## src/rtl/rxd_command_receiver_pkg.sv

```systemverilog
// Shared constants for the RS232 command receiver: FSM encoding, frame width,
// sample-rate arithmetic and the three-sample majority vote.
package rxd_command_receiver_pkg;

  localparam int DATA_BITS = 8;

  localparam logic [2:0] ST_IDLE      = 3'd0;
  localparam logic [2:0] ST_START     = 3'd1;
  localparam logic [2:0] ST_DATA      = 3'd2;
  localparam logic [2:0] ST_PARITY    = 3'd3;
  localparam logic [2:0] ST_STOP      = 3'd4;
  localparam logic [2:0] ST_WAIT_IDLE = 3'd5;

  function automatic int clksPerSample(input int clkFreq, input int baudRate,
                                       input int overSample);
    return clkFreq / (baudRate * overSample);
  endfunction

  function automatic logic majority3(input logic a, input logic b, input logic c);
    return (a & b) | (a & c) | (b & c);
  endfunction

endpackage

```

## src/rtl/rxd_command_receiver_if.sv

```systemverilog
// Holding-register side of the receiver: byte, valid/read handshake, error pulses.
interface rxd_command_receiver_if;
  logic [7:0] DataOut;
  logic       DataValid;
  logic       DataRead;
  logic       FrameError;
  logic       Overrun;
  logic       ParityError;
  logic       Busy;

  modport master (
    output DataOut, DataValid, FrameError, Overrun, ParityError, Busy,
    input  DataRead
  );

  modport slave (
    input  DataOut, DataValid, FrameError, Overrun, ParityError, Busy,
    output DataRead
  );
endinterface

```

## src/rtl/rxd_command_receiver_sample_tick.sv

```systemverilog
// Oversampling divider: one tick every CLKS_PER_SAMPLE clocks plus the index of
// that sample within the current bit; restart realigns both to a start edge.
module rxd_command_receiver_sample_tick #(
  parameter int CLKS_PER_SAMPLE = 10,
  parameter int OVERSAMPLE      = 10
) (
  input  logic                          Clock,
  input  logic                          Reset,
  input  logic                          restart,
  output logic                          tick,
  output logic [$clog2(OVERSAMPLE)-1:0] sampleIdx
);

  localparam int CNT_W = $clog2(CLKS_PER_SAMPLE);
  localparam int IDX_W = $clog2(OVERSAMPLE);
  localparam logic [CNT_W-1:0] CNT_LOAD = CNT_W'(CLKS_PER_SAMPLE - 1);
  localparam logic [IDX_W-1:0] IDX_LAST = IDX_W'(OVERSAMPLE - 1);

  logic [CNT_W-1:0] clkCnt;

  assign tick = (clkCnt == '0);

  // The restart cycle itself stands in for sample 0, so the first tick after it
  // carries index 1 and index i lands exactly i sample periods after the edge.
  always_ff @(posedge Clock or negedge Reset) begin
    if (!Reset) begin
      clkCnt    <= '0;
      sampleIdx <= '0;
    end else if (restart) begin
      clkCnt    <= CNT_LOAD;
      sampleIdx <= IDX_W'(1);
    end else if (tick) begin
      clkCnt    <= CNT_LOAD;
      sampleIdx <= (sampleIdx == IDX_LAST) ? '0 : sampleIdx + 1'b1;
    end else begin
      clkCnt    <= clkCnt - 1'b1;
    end
  end

endmodule

```

## src/rtl/rxd_command_receiver.sv

```systemverilog
// Host->FPGA UART receiver with majority-voted bits and a one-byte holding register.
// Define RX_PARITY_EN for 8E1 frames with ParityError; default build is 8N1.
//
// state      | meaning
// IDLE       | line idle, waiting for synced SDI=0
// START      | checking start bit at mid-bit (glitch reject)
// DATA       | shifting in 8 data bits, LSB first
// PARITY     | sampling even-parity bit (RX_PARITY_EN only)
// STOP       | checking stop bit; good -> commit, bad -> FrameError
// WAIT_IDLE  | after a framing error, wait for line to return high
module rxd_command_receiver
  import rxd_command_receiver_pkg::*;
#(
  parameter int CLK_FREQ   = 100_000_000,
  parameter int BAUD_RATE  = 1_000_000,
  parameter int OVERSAMPLE = 10
) (
  input  logic                          Clock,
  input  logic                          Reset,
  input  logic                          SDI,
  rxd_command_receiver_if.master        rxIf
);

  localparam int CLKS_PER_SAMPLE = clksPerSample(CLK_FREQ, BAUD_RATE, OVERSAMPLE);
  localparam int IDX_W = $clog2(OVERSAMPLE);
  localparam logic [IDX_W-1:0] IDX_A    = IDX_W'(OVERSAMPLE / 2 - 1);
  localparam logic [IDX_W-1:0] IDX_B    = IDX_W'(OVERSAMPLE / 2);
  localparam logic [IDX_W-1:0] IDX_VOTE = IDX_W'(OVERSAMPLE / 2 + 1);

`ifdef RX_PARITY_EN
  localparam logic [2:0] ST_AFTER_DATA = ST_PARITY;
`else
  localparam logic [2:0] ST_AFTER_DATA = ST_STOP;
`endif

  logic                 sdiMeta, sdiSync;
  logic [2:0]           state;
  logic                 restart, tick, atVote, vote;
  logic [IDX_W-1:0]     sampleIdx;
  logic                 sampA, sampB;
  logic [2:0]           bitCnt;
  logic [DATA_BITS-1:0] shiftReg;
  logic                 commitPend, commitOk, parityBad;
  logic                 frameErr, overrun, dataValid;
  logic [DATA_BITS-1:0] dataOut;

  always_ff @(posedge Clock or negedge Reset) begin
    if (!Reset) begin
      sdiMeta <= 1'b1;
      sdiSync <= 1'b1;
    end else begin
      sdiMeta <= SDI;
      sdiSync <= sdiMeta;
    end
  end

  assign restart = (state == ST_IDLE) && !sdiSync;

  rxd_command_receiver_sample_tick #(
    .CLKS_PER_SAMPLE (CLKS_PER_SAMPLE),
    .OVERSAMPLE      (OVERSAMPLE)
  ) u_tick (
    .Clock     (Clock),
    .Reset     (Reset),
    .restart   (restart),
    .tick      (tick),
    .sampleIdx (sampleIdx)
  );

  // The third vote sample is the live synced value, so the decision is taken
  // on the tick of the last sample rather than one cycle later.
  always_ff @(posedge Clock or negedge Reset) begin
    if (!Reset) begin
      sampA <= 1'b1;
      sampB <= 1'b1;
    end else if (tick) begin
      if (sampleIdx == IDX_A) sampA <= sdiSync;
      if (sampleIdx == IDX_B) sampB <= sdiSync;
    end
  end

  assign atVote = tick && (sampleIdx == IDX_VOTE);
  assign vote   = majority3(sampA, sampB, sdiSync);

  always_ff @(posedge Clock or negedge Reset) begin
    if (!Reset) begin
      state      <= ST_IDLE;
      bitCnt     <= '0;
      shiftReg   <= '0;
      commitPend <= 1'b0;
      frameErr   <= 1'b0;
`ifdef RX_PARITY_EN
      parityBad  <= 1'b0;
`endif
    end else begin
      commitPend <= 1'b0;
      frameErr   <= 1'b0;
      case (state)
        ST_IDLE:
          if (restart) state <= ST_START;
        ST_START:
          if (atVote) begin
            if (vote) begin
              state <= ST_IDLE;
            end else begin
              state  <= ST_DATA;
              bitCnt <= 3'(DATA_BITS - 1);
            end
          end
        ST_DATA:
          if (atVote) begin
            shiftReg <= {vote, shiftReg[DATA_BITS-1:1]};
            if (bitCnt == '0) state  <= ST_AFTER_DATA;
            else              bitCnt <= bitCnt - 1'b1;
          end
`ifdef RX_PARITY_EN
        ST_PARITY:
          if (atVote) begin
            parityBad <= ^{shiftReg, vote};
            state     <= ST_STOP;
          end
`endif
        ST_STOP:
          if (atVote) begin
            if (vote) begin
              commitPend <= 1'b1;
              state      <= ST_IDLE;
            end else begin
              frameErr <= 1'b1;
              state    <= ST_WAIT_IDLE;
            end
          end
        ST_WAIT_IDLE:
          if (sdiSync) state <= ST_IDLE;
        default:
          state <= ST_IDLE;
      endcase
    end
  end

`ifndef RX_PARITY_EN
  assign parityBad = 1'b0;
`endif

  assign commitOk = commitPend && !parityBad;

  // A read in the commit cycle frees the register for the incoming byte.
  always_ff @(posedge Clock or negedge Reset) begin
    if (!Reset) begin
      dataOut   <= '0;
      dataValid <= 1'b0;
      overrun   <= 1'b0;
    end else begin
      overrun <= 1'b0;
      if (commitOk && (!dataValid || rxIf.DataRead)) begin
        dataOut   <= shiftReg;
        dataValid <= 1'b1;
      end else if (commitOk) begin
        overrun <= 1'b1;
      end else if (rxIf.DataRead) begin
        dataValid <= 1'b0;
      end
    end
  end

`ifdef RX_PARITY_EN
  logic parityErr;

  always_ff @(posedge Clock or negedge Reset) begin
    if (!Reset) parityErr <= 1'b0;
    else        parityErr <= commitPend && parityBad;
  end

  assign rxIf.ParityError = parityErr;
`else
  assign rxIf.ParityError = 1'b0;
`endif

  assign rxIf.DataOut    = dataOut;
  assign rxIf.DataValid  = dataValid;
  assign rxIf.FrameError = frameErr;
  assign rxIf.Overrun    = overrun;
  assign rxIf.Busy       = (state != ST_IDLE);

endmodule

```

## src/flat_wrapper.sv

```systemverilog
// flat-port wrapper written by rule: the top's interface ports become plain ports
module rxd_command_receiver_flat import rxd_command_receiver_pkg::*;
#(
  parameter int CLK_FREQ   = 100_000_000,
  parameter int BAUD_RATE  = 1_000_000,
  parameter int OVERSAMPLE = 10
)
  (Clock, Reset, SDI, rxIf_DataOut, rxIf_DataValid, rxIf_FrameError, rxIf_Overrun, rxIf_ParityError, rxIf_Busy, rxIf_DataRead);
  rxd_command_receiver_if rxIf_i ();
  input  logic Clock;
  input  logic Reset;
  input  logic SDI;
  output wire logic [$bits(rxIf_i.DataOut)-1:0] rxIf_DataOut;
  output wire logic [$bits(rxIf_i.DataValid)-1:0] rxIf_DataValid;
  output wire logic [$bits(rxIf_i.FrameError)-1:0] rxIf_FrameError;
  output wire logic [$bits(rxIf_i.Overrun)-1:0] rxIf_Overrun;
  output wire logic [$bits(rxIf_i.ParityError)-1:0] rxIf_ParityError;
  output wire logic [$bits(rxIf_i.Busy)-1:0] rxIf_Busy;
  input wire logic [$bits(rxIf_i.DataRead)-1:0] rxIf_DataRead;
  assign rxIf_DataOut = rxIf_i.DataOut;
  assign rxIf_DataValid = rxIf_i.DataValid;
  assign rxIf_FrameError = rxIf_i.FrameError;
  assign rxIf_Overrun = rxIf_i.Overrun;
  assign rxIf_ParityError = rxIf_i.ParityError;
  assign rxIf_Busy = rxIf_i.Busy;
  assign rxIf_i.DataRead = rxIf_DataRead;
  rxd_command_receiver #(.CLK_FREQ(CLK_FREQ), .BAUD_RATE(BAUD_RATE), .OVERSAMPLE(OVERSAMPLE)) u_core (.Clock(Clock), .Reset(Reset), .SDI(SDI), .rxIf(rxIf_i));
endmodule
```

## config.mk

```make
export PLATFORM = sky130hd
export DESIGN_NAME = rxd_command_receiver_flat
export DESIGN_NICKNAME = d
export VERILOG_FILES = /design/src/rtl/rxd_command_receiver_pkg.sv /design/src/rtl/rxd_command_receiver_if.sv /design/src/rtl/rxd_command_receiver_sample_tick.sv /design/src/rtl/rxd_command_receiver.sv /design/src/flat_wrapper.sv
export SDC_FILE = /design/constraint.sdc
export NUM_CORES = 1
export LEC_CHECK = 0
export ABC_AREA = 0
export CORE_MARGIN = 4
export CORE_UTILIZATION = 50
export DETAILED_ROUTE_END_ITERATION = 10
export PLACE_DENSITY_LB_ADDON = 0.12
export SLEW_MARGIN = 20
export SYNTH_ARGS = -nofsm -noshare
export SYNTH_HDL_FRONTEND = slang
export SYNTH_SLANG_ARGS = --single-unit
export TNS_END_PERCENT = 100
```

## constraint.sdc

```tcl
create_clock -name Clock -period 2.12 [get_ports Clock]
set_input_delay 0.424 -clock Clock [delete_from_list [all_inputs] [get_ports Clock]]
set_output_delay 0.424 -clock Clock [all_outputs]
set_load 0.005 [all_outputs]
```

---- Word-level counts from Yosys, hierarchy flattened ----
Cells that the tools add are included.
W data, S select, Z words.
storage, ports and cells
  register bits ........................... 38
  output and inout bits ................... 13
  bits of input ports ..................... 4
cells by class
  equal/unequal tests ..................... 17
  $add $sub $neg .......................... 3
  multiplexer cells ....................... 30
  bitwise operators ....................... 5
  reductions and logical operators ........ 19
operators by type and width
  cell                   count
  $mux W3                11
  $mux W4                5
  $pmux W3 S5            1
  $eq A4 B3 Y1 const B   3
  $ne A2 B1 Y1 const B   6
  $mux W1                11
  $reduce_and A2 Y1      4
  $eq A3 B3 Y1 const B   2
  $logic_not A3 Y1       2
  $ne A2 B2 Y1 const B   3
  $pmux W3 S2            1
  $reduce_and A6 Y1      1
  $reduce_bool A2 Y1     3
  $reduce_and A5 Y1      1
  $add A4 B1 Y4 const B  1
  $eq A4 B4 Y1 const B   1
  $logic_not A4 Y1       1
  $sub A4 B1 Y4 const B  1
  $and A1 B1 Y1          3
  $eq A3 B1 Y1 const B   1
  $eq A3 B2 Y1 const B   1
  $logic_and A1 B1 Y1    3
  $reduce_bool A3 Y1     1
  $sub A3 B1 Y3 const B  1
  other kinds (4)        6

---- Logic depth before layout (Yosys ltp) ----
Gate-level depths: netlist (run 1).
  depth after elaboration ................. 6
  mapped depth ............................ 6

---- By module ----
From an unflattened synthesis (run 1), not the netlist that was laid out.
second synthesis, totals
  cell total of the unflattened synthesis .. 140
  area, all modules ....................... 1679.1 sq um
by module, submodules not included
  module                            cells an instance  area an instance (sq um)  times used  seq. area each (sq um)
  rxd_command_receiver              100                1288.7                    1           755.7
  rxd_command_receiver_sample_tick  40                 390.4                     1           200.2

---- Worst setup path after synthesis (run 1) ----
No wires, ideal clock.
  kind .................................... reg-to-reg
  from .................................... reg u_core.u_tick.clkCnt[0]
  to ...................................... reg u_core.bitCnt[0]
  data arrival time ....................... 1.899 ns
  stages on the path, launching flop included .. 7
  path buffers ............................ 0
  slack ................................... 0.096 ns
  required time ........................... 1.995 ns
  library setup time ...................... 0.125 ns
  cell sequence ........................... dfrtp_1 inv_1 ha_1 or3b_4 nor4b_4 a2bb2oi_4 mux2_4
between the ends
  longest elaborated chain between the ends .. 4
RTL lines
  what                                    RTL line                                source
  start, declared                         rxd_command_receiver_sample_tick.sv:19  logic [CNT_W-1:0] clkCnt;
  start signal, assigned                  rxd_command_receiver_sample_tick.sv:36  clkCnt <= clkCnt - 1'b1;
  $logic_not A4 Y1 (*)                    rxd_command_receiver_sample_tick.sv:21  assign tick = (clkCnt == '0);
  $logic_and A1 B1 Y1 (*)                 rxd_command_receiver.sv:82              assign atVote = tick && (sampleIdx == IDX_VOTE);
  $ne A2 B1 Y1 (no source line)           --
  $reduce_and A5 Y1 (no source line) (*)  --
  end signal, assigned                    rxd_command_receiver.sv:107             bitCnt <= 3'(DATA_BITS - 1);
  end signal, assigned                    rxd_command_receiver.sv:114             else bitCnt <= bitCnt - 1'b1;
  end, declared                           rxd_command_receiver.sv:41              logic [2:0] bitCnt;
Every way passes the cells marked *; elsewhere a longest branch is shown, timed or not.
A chain may end at the register's enable or synchronous reset.

---- Final worst setup path (run 1) ----
  from .................................... reg u_core.u_tick.clkCnt[1]
  to ...................................... reg u_core.state[0]
between the ends
  longest elaborated chain between the ends .. 4
RTL lines
  what                                    RTL line                                source
  $logic_not A4 Y1 (*)                    rxd_command_receiver_sample_tick.sv:21
  $logic_and A1 B1 Y1 (*)                 rxd_command_receiver.sv:82
  $ne A2 B1 Y1 (no source line)           --
  $reduce_and A6 Y1 (no source line) (*)  --
  end signal, assigned                    rxd_command_receiver.sv:87              state <= ST_IDLE;
  end signal, assigned                    rxd_command_receiver.sv:100             if (restart) state <= ST_START;
  end signal, assigned                    rxd_command_receiver.sv:104             state <= ST_IDLE;
  end, declared                           rxd_command_receiver.sv:37              logic [2:0] state;
Marks and branches as above.

==> run metrics, run 1 <==
gr usage total 0.149; 1st-iter DRT viols 62; EDFF count, synth 0; worst min path class primary input to async pin; reg2reg setup slack 60 ps; Starting Density 0.529; row count 21; initial antenna violation count 0; Worst Reg-to-Reg Cells 7; pwr/cell area 521 mW/mm²; final critical-path share of the clock period 0.974; post-route ant nets 0; IO Port Bufs 15; Worst VDD drop 0.000321 V; status finished, final reports clean; final setup vio count 0; post-synth net total 151; H-tree levels 2; CP endpoint kind flop; reg-to-reg endpoint u_core.state[0]$_DFFE_PN0P_; Worst Path Arrival 2300 ps; Clk pin slew, worst setup/hold paths 100 ps; I/O pins 17; Pwr Total 1.10 mW; share of layout cells above drive strength 1 0.315; reg2reg start u_core.u_tick.clkCnt[1]$_DFF_PN0_; WP data required 2350 ps; number of global-route vias before repair 1,116; Peak Freq 0.484 GHz; largest net degree at the start of global routing 39; via density per instance 5.30; register bit total from synthesis 38; Cell Area, Synth 0.00179 mm²; Hold Fails Final Rpt 0; skew final 5.99 ps; CTS Buffer Depth 2; drt pass-1 iters 4; first-pass GRT wire length 4970 µm; Slew Limit Fails 0; Worst-Skew Late Latency 340 ps; # clock sinks 38; Post-CTS Hold Buffers 0; Distinct cells, synth 45; commonest non-fill, non-tap cell in the layout dfrtp_1; total number of vias 1,134; die width 67.9 µm; Max-Cap Viols 0; most frequent cells in the layout 34 x dfrtp_1, 18 x mux2_2, 14 x clkdlybuf4s50_1; Max FO, Critical Path 5; WS Path Type flop to flop; final setup TNS 0 ps; Root Driver clkbuf_4; final core occ 0.622; n_diodes 0; fin cells 214; P_leak 0.991 nW; # DRC 0; cts bufs inserted 5; ys flop type dfrtp_1; dpl hpwl 2090 µm; Mapped Cells 143; Seq/Total Area, Yosys 0.533; P&R area growth vs syn 17.5%; CTS tree done; die height 67.9 µm; total global routing overflow 0; Routed WL 2940 µm; Yosys warning total 0; Core ar. 0.00339 mm²; headroom to the max-slew limit 0.474; unrepaired setup endpoints after global routing true; slew at the pin with the worst max-slew slack 789 ps; setup ws final 55.6 ps; Post-synth ARST share 1.00; post-placement cell count 201; routed wire length per instance 13.7 µm; # nets final 176; Avg Inst Size Synth 12.5 µm²; Critical Path Source Type flop; RD Place Congestion 0.723; Period minus WS final 2060 ps; dpl ws -48.3 ps; die area 0.00461 mm²
-- what timing repair did --
item	CTS	global route
pin swaps	1	4
cloned	0	0
endpoints found under the setup margin	2	13
setup buffers	2	4
resized for setup	0	6
-- worst max-delay path, cell delays in order, from the launching register on --
cell	delay [ps]
dfrtp_1	410
inv_2	90
ha_4	140
or3b_4	410
nor4b_4	350
buf_4	190
o21ai_4	70
mux2_4	300
-- per-stage QoR --
stage | hold WS [ps] | area (µm²)
floorplan | 128 | 1790
global placement | 347 | 1990
detailed placement | 350 | 1990
CTS | 182 | 2050
global route | 206 | 2110
finish | 156 | 2110
-- synth_stat cells (3+ instances only) --
library cell / number / area (µm²)
dfrtp_1: 34 / 851
dfstp_2: 4 / 105
ha_1: 4 / 50.1
inv_1: 7 / 26.3
mux2_2: 18 / 203
mux2_4: 3 / 45.0
nand2_1: 9 / 33.8
nand2b_1: 5 / 31.3
nor2_1: 8 / 30.0
nor3_1: 3 / 15.0
nor3b_1: 3 / 22.5
o21ai_0: 3 / 15.0
-- how the worst max path moves through the flow --
stage                                                 start                      endpoint  slack [ps]
after floorplan           u_core.u_tick.clkCnt[0]$_DFF_PN0_  u_core.bitCnt[0]$_DFFE_PN0P_         100
after global placement    u_core.u_tick.clkCnt[0]$_DFF_PN0_  u_core.bitCnt[0]$_DFFE_PN0P_          30
after detailed placement  u_core.u_tick.clkCnt[0]$_DFF_PN0_  u_core.bitCnt[1]$_DFFE_PN0P_         -50
after CTS                 u_core.u_tick.clkCnt[0]$_DFF_PN0_   u_core.state[0]$_DFFE_PN0P_          50
after global routing      u_core.u_tick.clkCnt[0]$_DFF_PN0_   u_core.state[0]$_DFFE_PN0P_         -20
final                     u_core.u_tick.clkCnt[1]$_DFF_PN0_   u_core.state[0]$_DFFE_PN0P_          60
-- cells by family after synthesis --
group | count (synthesis) | share of synthesized area
multiplexers | 23 | 0.149
AND/OR/NAND/NOR | 46 | 0.168
adder cells (fa/ha/maj) | 5 | 0.0342
other | 1 | 0.00209
AO/OA/AOI/OAI | 14 | 0.0649
flip-flops | 38 | 0.533
buffers and inverters | 12 | 0.0286
XOR/XNOR | 4 | 0.0195
-- per-layer routing --
layer | up-vias | part of all wire | global-route usage
met2 | 18 | 0.50 | 0.248
met3 | 5 | 0.046 | 0.0542
met1 | 560 | 0.44 | 0.176
li1 | 551 | - | -
met5 | - | 0 | 0
met4 | 0 | 0.015 | 0.0596
-- cell type report --
class,instances,area [µm²]
fillers,257,1280
flip-flops and latches,38,956
multi-input cells,93,815
repair buffers,23,205
well taps,46,57.6
clock buffers,5,37.5
inverters,7,26.3
clock inverters,2,10.0
-- flip-flops by register name (all words and copies together) (netlist names), 3 cells and up --
name	cells
u_core.u_tick.clkCnt	4
u_core.rxIf.DataOut	8
u_core.bitCnt	3
u_core.shiftReg	8
u_core.state	3
u_core.u_tick.sampleIdx	4
-- where the power goes --
part           switching, mW  leakage [nW]  internal [mW]
combinational         0.0171         0.463        0.00822
sequential           0.00224         0.497          0.730
clock                  0.222        0.0308          0.119
Note: power is estimated with default switching activity, not from simulation.
==> run 2, diff against run 1 <==
Settings changed: CORE_ASPECT_RATIO set to 0.6.
==> run 2 against run 1 <==
Effect of this change:
- via count down 3.8%
- first-iteration DRC count down 65%
- cell count down 0.47%
- critical path type unchanged
- critical endpoint is now u_core.bitCnt[1]$_DFFE_PN0P_
- largest cell class unchanged
==> run metrics, run 2 (same netlist as run 1, synthesis figures left out) <==
final critical-path share of the clock period 0.982; layout filler cell count 245; Worst-Skew Late Latency 280 ps; # clock sinks 38; Hold Fails Final Rpt 0; die height 54.4 µm; I/O pins 17; reg2reg setup slack 40 ps; Max FO, Critical Path 4; CTS tree done; # DRC 0; WS Path Type flop to flop; Post-CTS Hold Buffers 0; first-pass GRT wire length 5200 µm; post-route ant nets 0; Sw Ratio 0.183; Worst Path Arrival 2250 ps; drt pass-1 iters 4; headroom to the max-slew limit 0.463; combinational share of power 0.019; Worst Reg-to-Reg Cells 6; total number of vias 1,091; Slew Limit Fails 0; n_diodes 0; status finished, final reports clean; # nets final 176; slew at the pin with the worst max-slew slack 805 ps; Hold WS 226 ps; Core ar. 0.00334 mm²; die area 0.00464 mm²; WP data required 2290 ps; largest net degree at the start of global routing 39; routed wire length per instance 14.2 µm; die width 85.3 µm; worst min path class primary input to async pin; IO Port Bufs 15; Clk pin slew, worst setup/hold paths 70 ps; CP endpoint kind flop; clock share of power 0.444; reg2reg start u_core.u_tick.clkCnt[0]$_DFF_PN0_; gr usage total 0.151; pwr/cell area 630 mW/mm²; most frequent cells in the layout 34 x dfrtp_1, 18 x mux2_2, 14 x clkdlybuf4s50_1; number of global-route vias before repair 1,135; Sequential Power Share 0.537; Worst VDD drop 0.000348 V; via density per instance 5.12; H-tree levels 2; Int Power 1.11 mW; Critical Path Source Type flop; RD Place Congestion 0.831; skew final 1.64 ps; final setup TNS 0 ps; Root Driver clkbuf_8; commonest non-fill, non-tap cell in the layout dfrtp_1; Period minus WS final 2080 ps; Psw 249 µW; total global routing overflow 0; Max-Cap Viols 0; reg-to-reg endpoint u_core.bitCnt[1]$_DFFE_PN0P_; initial antenna violation count 0; row count 16; P_leak 1.01 nW; P&R area growth vs syn 20.7%; CTS Buffer Depth 2; unrepaired setup endpoints after global routing true; cts bufs inserted 5; share of layout cells above drive strength 1 0.315; final setup vio count 0; Starting Density 0.536; 1st-iter DRT viols 22; Routed WL 3020 µm; Peak Freq 0.480 GHz; dpl hpwl 2140 µm
-- run 2: cell type report --
cell class	count	area, µm²	area share
clock buffer	6	82.6	0.0382
inverter	7	26.3	0.0121
sequential	38	956	0.442
multi-input combinational	93	807	0.373
timing repair buffer	23	205	0.0949
clock inverter	1	30.0	0.0139
tap	45	56.3	0.0260
-- run 2: power groups by stage --
stage	sequential, mW	clock (mW)	combinational, mW
2_1_floorplan	0.745	0	0.00826
3_3_place_gp	0.746	0	0.0262
3_5_place_dp	0.746	0	0.0270
4_1_cts	0.732	0.628	0.0271
5_1_grt	0.732	0.672	0.0298
6_report	0.732	0.606	0.0257
-- run 2: how the worst max path moves through the flow --
stage | endpoint | slack [ps] | startpoint
floorplan | u_core.bitCnt[0]$_DFFE_PN0P_ | 100 | u_core.u_tick.clkCnt[0]$_DFF_PN0_
global placement | u_core.bitCnt[0]$_DFFE_PN0P_ | 70 | u_core.u_tick.clkCnt[0]$_DFF_PN0_
detailed placement | u_core.bitCnt[0]$_DFFE_PN0P_ | 10 | u_core.u_tick.clkCnt[0]$_DFF_PN0_
CTS | u_core.bitCnt[1]$_DFFE_PN0P_ | 40 | u_core.u_tick.clkCnt[0]$_DFF_PN0_
global route | u_core.bitCnt[1]$_DFFE_PN0P_ | -40 | u_core.u_tick.clkCnt[0]$_DFF_PN0_
finish | u_core.bitCnt[1]$_DFFE_PN0P_ | 40 | u_core.u_tick.clkCnt[0]$_DFF_PN0_
-- run 2: routing by layer --
metal	wire (µm)	track usage
met2	1340	0.246
met5	0	0
met4	23	0.0395
met3	166	0.0692
met1	1490	0.186
-- run 2: what timing repair did --
item	CTS	global route
pin swaps	1	3
cloned	0	0
setup buffers	0	4
resized for setup	0	5
setup endpoints to repair	1	10
-- run 2: worst max-delay path, cell delays in order, from the launching register on --
cell	delay, ps
dfrtp_1	400
inv_2	90
ha_4	130
or3b_4	410
nor4b_4	400
a2bb2oi_4	230
mux2_4	310
-- run 2: per-stage QoR --
stage	power (mW)	setup WS (ps)	std cells	instance area, µm²	utilization
4_1_cts	1.39	35.7	209	2110	0.632
6_report	1.36	38.4	213	2160	0.647
3_3_place_gp	0.772	66.7	202	2000	0.598
3_5_place_dp	0.773	14.1	202	2000	0.598
2_1_floorplan	0.754	96.4	143	1790	-
5_1_grt	1.43	-35.1	213	2160	0.647
